`config.mk`:
```
export PLATFORM = sky130hd
export DESIGN_NAME = pulse_meter
export DESIGN_NICKNAME = d
export VERILOG_FILES = /design/src/rtl/pulse_meter_pkg.sv /design/src/rtl/pulse_meter_sync_edge_detect.sv /design/src/rtl/pulse_meter.sv
export SDC_FILE = /design/constraint.sdc
export NUM_CORES = 1
export LEC_CHECK = 0
export ABC_AREA = 1
export ABC_CLOCK_PERIOD_IN_PS = 1640
export CORE_MARGIN = 1
export CORE_UTILIZATION = 30
export CTS_CLUSTER_DIAMETER = 100
export CTS_CLUSTER_SIZE = 8
export DETAILED_ROUTE_END_ITERATION = 16
export GPL_TIMING_DRIVEN = 1
export HOLD_SLACK_MARGIN = 0.1
export PLACE_DENSITY_LB_ADDON = 0.25
export SLEW_MARGIN = 20
export SYNTH_ARGS = -nofsm -noshare
export SYNTH_HDL_FRONTEND = slang
export SYNTH_SLANG_ARGS = --single-unit
```
`constraint.sdc`:
```
create_clock -name clock -period 1.64 [get_ports clock]
set_clock_uncertainty 0.1 [all_clocks]
set_input_delay 0.328 -clock clock [delete_from_list [all_inputs] [get_ports clock]]
set_output_delay 0.328 -clock clock [all_outputs]
set_load 0.1 [all_outputs]
```
`src/rtl/pulse_meter_pkg.sv`:
```
// Shared definitions for the pulse measurement blocks.
//   state_t         : measurement FSM states
//   DEF_WIDTH       : default counter width
//   DEF_SYNC_STAGES : default synchronizer depth on the asynchronous input
//   sat_max()       : all-ones value of a w-bit counter (saturation ceiling)
package pulse_pkg;

  typedef enum logic [1:0] {
    IDLE = 2'd0,
    HIGH = 2'd1,
    LOW  = 2'd2
  } state_t;

  localparam int DEF_WIDTH       = 8;
  localparam int DEF_SYNC_STAGES = 2;

  function automatic longint unsigned sat_max(input int unsigned w);
    return (64'd1 << w) - 64'd1;
  endfunction

endpackage

```
`src/rtl/pulse_meter_sync_edge_detect.sv`:
```
// sync_edge_detect: brings an asynchronous level into the clock domain and
// reports its edges.
//   clock     : system clock, rising edge
//   reset     : synchronous, active-high
//   signal_in : asynchronous level
//   s         : synchronized level
//   rise/fall : one-cycle strobes on s edges
module sync_edge_detect #(
  parameter int SYNC_STAGES = 2
) (
  input  logic clock,
  input  logic reset,
  input  logic signal_in,
  output logic s,
  output logic rise,
  output logic fall
);

  logic [SYNC_STAGES-1:0] sync_ff;
  logic                   s_d;
  // Shifts in ones after reset; its top bit says s_d now holds a real sample
  // of signal_in rather than the reset value. Without it a level that was
  // already high at reset release would look like a rise.
  logic [SYNC_STAGES:0]   primed_sr;
  logic                   primed;

  always_ff @(posedge clock) begin
    if (reset) begin
      sync_ff   <= '0;
      s_d       <= 1'b0;
      primed_sr <= '0;
    end else begin
      sync_ff   <= {sync_ff[SYNC_STAGES-2:0], signal_in};
      s_d       <= sync_ff[SYNC_STAGES-1];
      primed_sr <= {primed_sr[SYNC_STAGES-1:0], 1'b1};
    end
  end

  assign s      = sync_ff[SYNC_STAGES-1];
  assign primed = primed_sr[SYNC_STAGES];
  assign rise   = primed &  s & ~s_d;
  assign fall   = primed & ~s &  s_d;

endmodule

```
`src/rtl/pulse_meter.sv`:
```
// pulse_meter: measures high time, low time and period (in clock cycles) of
// a pulse train and counts completed periods.
//   clock       : system clock, rising edge
//   reset       : synchronous, active-high
//   enable      : measurement enable; low returns to IDLE and clears counters
//   signal_in   : pulse train, asynchronous to clock
//   high_width  : high cycles of the last complete period (saturating)
//   low_width   : low cycles of that period (saturating)
//   period      : high_width + low_width, one bit wider so it never wraps
//   valid       : one-cycle strobe, new measurement on the outputs
//   pulse_count : completed periods since reset, wraps
//   overflow    : sticky, a reported width had saturated
module pulse_meter
  import pulse_pkg::*;
#(
  parameter int WIDTH       = DEF_WIDTH,
  parameter int SYNC_STAGES = DEF_SYNC_STAGES
) (
  input  logic             clock,
  input  logic             reset,
  input  logic             enable,
  input  logic             signal_in,
  output logic [WIDTH-1:0] high_width,
  output logic [WIDTH-1:0] low_width,
  output logic [WIDTH:0]   period,
  output logic             valid,
  output logic [WIDTH-1:0] pulse_count,
  output logic             overflow
);

  localparam logic [WIDTH-1:0] CNT_MAX = WIDTH'(sat_max(WIDTH));
  localparam logic [WIDTH-1:0] CNT_ONE = WIDTH'(1);

  function automatic logic [WIDTH-1:0] sat_inc(input logic [WIDTH-1:0] v);
    return (v == CNT_MAX) ? v : v + 1'b1;
  endfunction

  logic s, rise, fall;

  sync_edge_detect #(
    .SYNC_STAGES(SYNC_STAGES)
  ) u_sync (
    .clock     (clock),
    .reset     (reset),
    .signal_in (signal_in),
    .s         (s),
    .rise      (rise),
    .fall      (fall)
  );

  state_t           state, state_next;
  logic [WIDTH-1:0] hcnt, hcnt_next;
  logic [WIDTH-1:0] lcnt, lcnt_next;
  logic [WIDTH-1:0] hlat, hlat_next;
  logic             vld_p0;

  always_ff @(posedge clock) begin
    if (reset) state <= IDLE;
    else       state <= state_next;
  end

  // p0: edge-driven phase tracking; vld_p0 marks the rise closing a period
  always_comb begin
    state_next = state;
    hcnt_next  = hcnt;
    lcnt_next  = lcnt;
    hlat_next  = hlat;
    vld_p0     = 1'b0;
    if (!enable) begin
      state_next = IDLE;
      hcnt_next  = '0;
      lcnt_next  = '0;
      hlat_next  = '0;
    end else begin
      unique case (state)
        IDLE: begin
          if (rise) begin
            hcnt_next  = CNT_ONE;
            state_next = HIGH;
          end
        end
        HIGH: begin
          if (fall) begin
            hlat_next  = hcnt;
            lcnt_next  = CNT_ONE;
            state_next = LOW;
          end else if (s) begin
            hcnt_next  = sat_inc(hcnt);
          end
        end
        LOW: begin
          // The closing rise also opens the next high phase, so
          // back-to-back periods lose no cycle.
          if (rise) begin
            vld_p0     = 1'b1;
            hcnt_next  = CNT_ONE;
            state_next = HIGH;
          end else if (!s) begin
            lcnt_next  = sat_inc(lcnt);
          end
        end
        default: state_next = IDLE;
      endcase
    end
  end

  // p1: registered counters and published measurement
  always_ff @(posedge clock) begin
    if (reset) begin
      hcnt        <= '0;
      lcnt        <= '0;
      hlat        <= '0;
      high_width  <= '0;
      low_width   <= '0;
      period      <= '0;
      valid       <= 1'b0;
      pulse_count <= '0;
      overflow    <= 1'b0;
    end else begin
      hcnt  <= hcnt_next;
      lcnt  <= lcnt_next;
      hlat  <= hlat_next;
      valid <= vld_p0;
      if (vld_p0) begin
        high_width  <= hlat;
        low_width   <= lcnt;
        period      <= {1'b0, hlat} + {1'b0, lcnt};
        pulse_count <= pulse_count + 1'b1;
        if (hlat == CNT_MAX || lcnt == CNT_MAX) overflow <= 1'b1;
      end
    end
  end

endmodule

```
==> summary by stage <==
Placed design
Once placement finished, the instance area stood at 0.00430 mm². The count of input and output buffers is 38. Detailed placement finished with a half-perimeter wire length of 6100 µm. The last weighted congestion value of the routability-driven placer is 0.853. After detailed placement, the design holds a cell count of 646. The worst slack at placement is -0.134 ns.

Worst setup path
The critical path goes through ha_4 > inv_2 > fa_2 > inv_2 > nand2_2 > nand2_2 > nand3b_1 > nand3_1 > nand3_1 > nand2_1 > inv_1. The maximum cell stage delay along the critical path is 0.36 ns. The arrival time at the worst endpoint is 1.76 ns. The register-to-register setup slack is 0.02 ns. On the critical path, the stage with the largest delay is an instance of dfxtp_2. STA puts the critical path data required time at 1.78 ns. The worst setup path is captured at a flip-flop.

STA classifies the critical path startpoint as a flip-flop. The type of the worst setup path is reg2reg. The length in cells of the worst reg-to-reg path is 11. The maximum fanout encountered on the critical timing path is 3.

Pwr
The internal power of the cells totals 2.36 mW. VDD sags by at most 0.000452 V. In this run switching power makes up 22.8% of total power. For this design the total switching power over the nets is 695 µW.

The leakage power is 1.90 nW. The power density over the cells is 667 mW/mm². The proportion of power drawn by combinational gates is 2.5%.

Registers are responsible for 53.6% of the overall power. The clock share of power is 43.9%. Total power for the finished layout comes to 3.05 mW.

Timing
Summed over all failing endpoints, the final setup total negative slack is 0 ns. The slew at the pin closest to its max-slew limit is 0.261 ns. The count of endpoints failing setup in the final report is 0. The peak clock frequency supported by timing is 617 MHz. The final critical-path required period is 1.62 ns. Setup slack closes at 0.0197 ns. Setup repair after global routing could not meet its margin everywhere. The final worst-path cycle share is 98.8%. The number of pins with negative max-slew slack in the final report is 0.

The minimum hold slack is 0.304 ns. Measured against its own limit, the worst slew margin works out to 82.5%. The final number of hold-violating endpoints was 0.

Floorplanning
The die is 104 µm wide. Row generation in the floorplan step produced 37 rows. Measured along the y axis, the die boundary spans 104 µm. The total I/O pin count is 39. The floorplan die area is 0.0109 mm². The area of the core is 0.0102 mm². The effective utilization at floorplan is 30.8%.

Clock tree
The clock root buffer is clkbuf_8. TritonCTS built the clock tree. The count of H-tree levels built during CTS is 3. The total CTS buffers is 9. The cts-stage hold buffer count is 0. The CTS sink count is 67.

The maximum buffer depth of the clock tree is 2. The clock reaches the later pin of the worst-skew pair after 0.34 ns. Clock-pin slew was measured on the worst setup and hold paths at 0.07 ns.

Finish
Cells fill 44.8% of the core in the end. The final layout contains 539 nets. Compared with the post-synthesis result, the final layout area differs by 45.6%. The cell area after layout is 0.00458 mm². The number of antenna diodes in the final layout is 0.

The non-filler instance count after layout is 664. The layout cell share with drive strength beyond 1 is 24.6%.

Global route
The number of antenna violations at the first check in global routing came to 0. The global-route wire length before repair is 13500 µm. The via count of the first global-routing pass came to 2876. The total grt overflow is 0. Entering global routing, the biggest net connects 23 pins. The all-layer global routing usage is 15.6%.

Routing
The total detailed-routing wirelength is 8040 µm. The final antenna-violating net count is 0. The wire length per cell after detailed routing is 12.1 µm.

The number of vias per cell after detailed routing is 4.62. The violation count after the first detailed-route iteration is 106. The detailed-routing iteration count for the pre-antenna-repair pass is 5. The final route contains 3068 vias. The DRC violation count after routing is 0.

Flow run
Max-cap violations in this run came to 0.

Logic synthesis
The synthesized netlist cell count is 449. In this run the cell area of the synthesized design comes to 0.00315 mm². The number of nets produced by synthesis is 465. Yosys printed 0 warnings.

The flip-flop and latch count after synthesis is 67. For this run, the register share of the synthesized area comes to 42.6%. The number of distinct library cells after synthesis is 26. After synthesis, the mean cell area works out to 7.01 µm².

Worst hold path
The type of the most critical hold path is reg2reg. The worst hold path was traced through 2 stages.

Outcome
The run finished with clean final reports.
-- final timing paths --
kind	from	endpoint
worst min register to register	u_sync.sync_ff[0]$_SDFF_PP0_	u_sync.sync_ff[1]$_SDFF_PP0_
worst min-delay path	u_sync.sync_ff[0]$_SDFF_PP0_	u_sync.sync_ff[1]$_SDFF_PP0_
worst max register to register	hlat[0]$_SDFFE_PP0P_	period[6]$_SDFFE_PP0P_
worst max-delay path	hlat[0]$_SDFFE_PP0P_	period[6]$_SDFFE_PP0P_
-- critical path, delay by kind of cell, from the launching register on --
family | cells | cell delay (ns)
DFF | 1 | 0.36
buffers and inverters | 3 | 0.12
adders and majority gates | 2 | 0.49
and+or+nand+nor | 6 | 0.46
-- cells in the final DEF, fill, tap and decap left out, drive strengths merged, types with 2 or more instances in the layout --
master	instances
ha	11
nor2	64
nand4	6
clkdlybuf4s50	3
clkbuf	9
xor2	2
clkinvlp	2
o21a	3
nand3b	2
a21oi	45
o21bai	2
buf	72
inv	54
nand3	25
clkinv	4
o21ai	30
nand2	118
dfxtp	67
or2	3
nor3	3
-- Yosys cell counts (all sizes together) --
library cell  instances  area (µm²)
nand2               118         458
clkbuf                4        15.0
a211oi                1        7.51
o21a                  3        22.5
ha                   11         138
xor2                  2        17.5
o21ai                30         150
o21bai                2        15.0
nor2                 64         255
inv                  54         203
or2                   3        18.8
fa                    1        20.0
nand4                 6        37.5
nand3                25         143
nor3                  3        15.0
nand3b                2        15.0
dfxtp                67        1340
a21oi                45         225
buf                   8        50.1
-- layer usage --
metal  global-route usage [%]  wire length, µm
met1                     19.8             3860
met2                     25.9             3790
met3                     3.38              280
met4                     5.92              112
met5                        0                0
-- power groups by stage --
stage | registers (mW) | logic [mW] | clock network, mW
floorplan | 1.67 | 0.0388 | 0
global placement | 1.67 | 0.0755 | 0
detailed placement | 1.67 | 0.0766 | 0
CTS | 1.64 | 0.0769 | 1.39
global route | 1.64 | 0.0849 | 1.46
finish | 1.64 | 0.0774 | 1.34
-- flip-flops by register name, summed over array words and instances (netlist names), 3 cells and up --
name              cells
high_width            8
hlat                  8
pulse_count           8
period                9
low_width             8
hcnt                  8
lcnt                  8
u_sync.primed_sr      3
-- area by class of cell --
type | instances | area (µm²)
clock buffer | 9 | 124
clock inverter | 7 | 68.8
fill | 1006 | 5650
inverter | 54 | 203
multi-input combinational | 316 | 1600
sequential | 67 | 1360
tap | 136 | 170
timing repair buffer | 75 | 1060
-- timing repair --
action	in CTS	in global routing
pin swaps	2	8
resized for setup	6	20
buffers inserted	0	2
setup endpoints to repair	8	20
-- logic make-up (layout without fill, tap and decap cells) --
family	count (synthesis)	in the layout	synth area share [%]
AO/OA/AOI/OAI	81	81	13.4
XOR/XNOR	2	2	0.557
adder cells (fa/ha/maj)	12	12	5.01
AND/OR/NAND/NOR	221	221	29.9
flip-flops	67	67	42.6
buffers and inverters	66	145	8.51
Power figures use the tool's default switching activity.
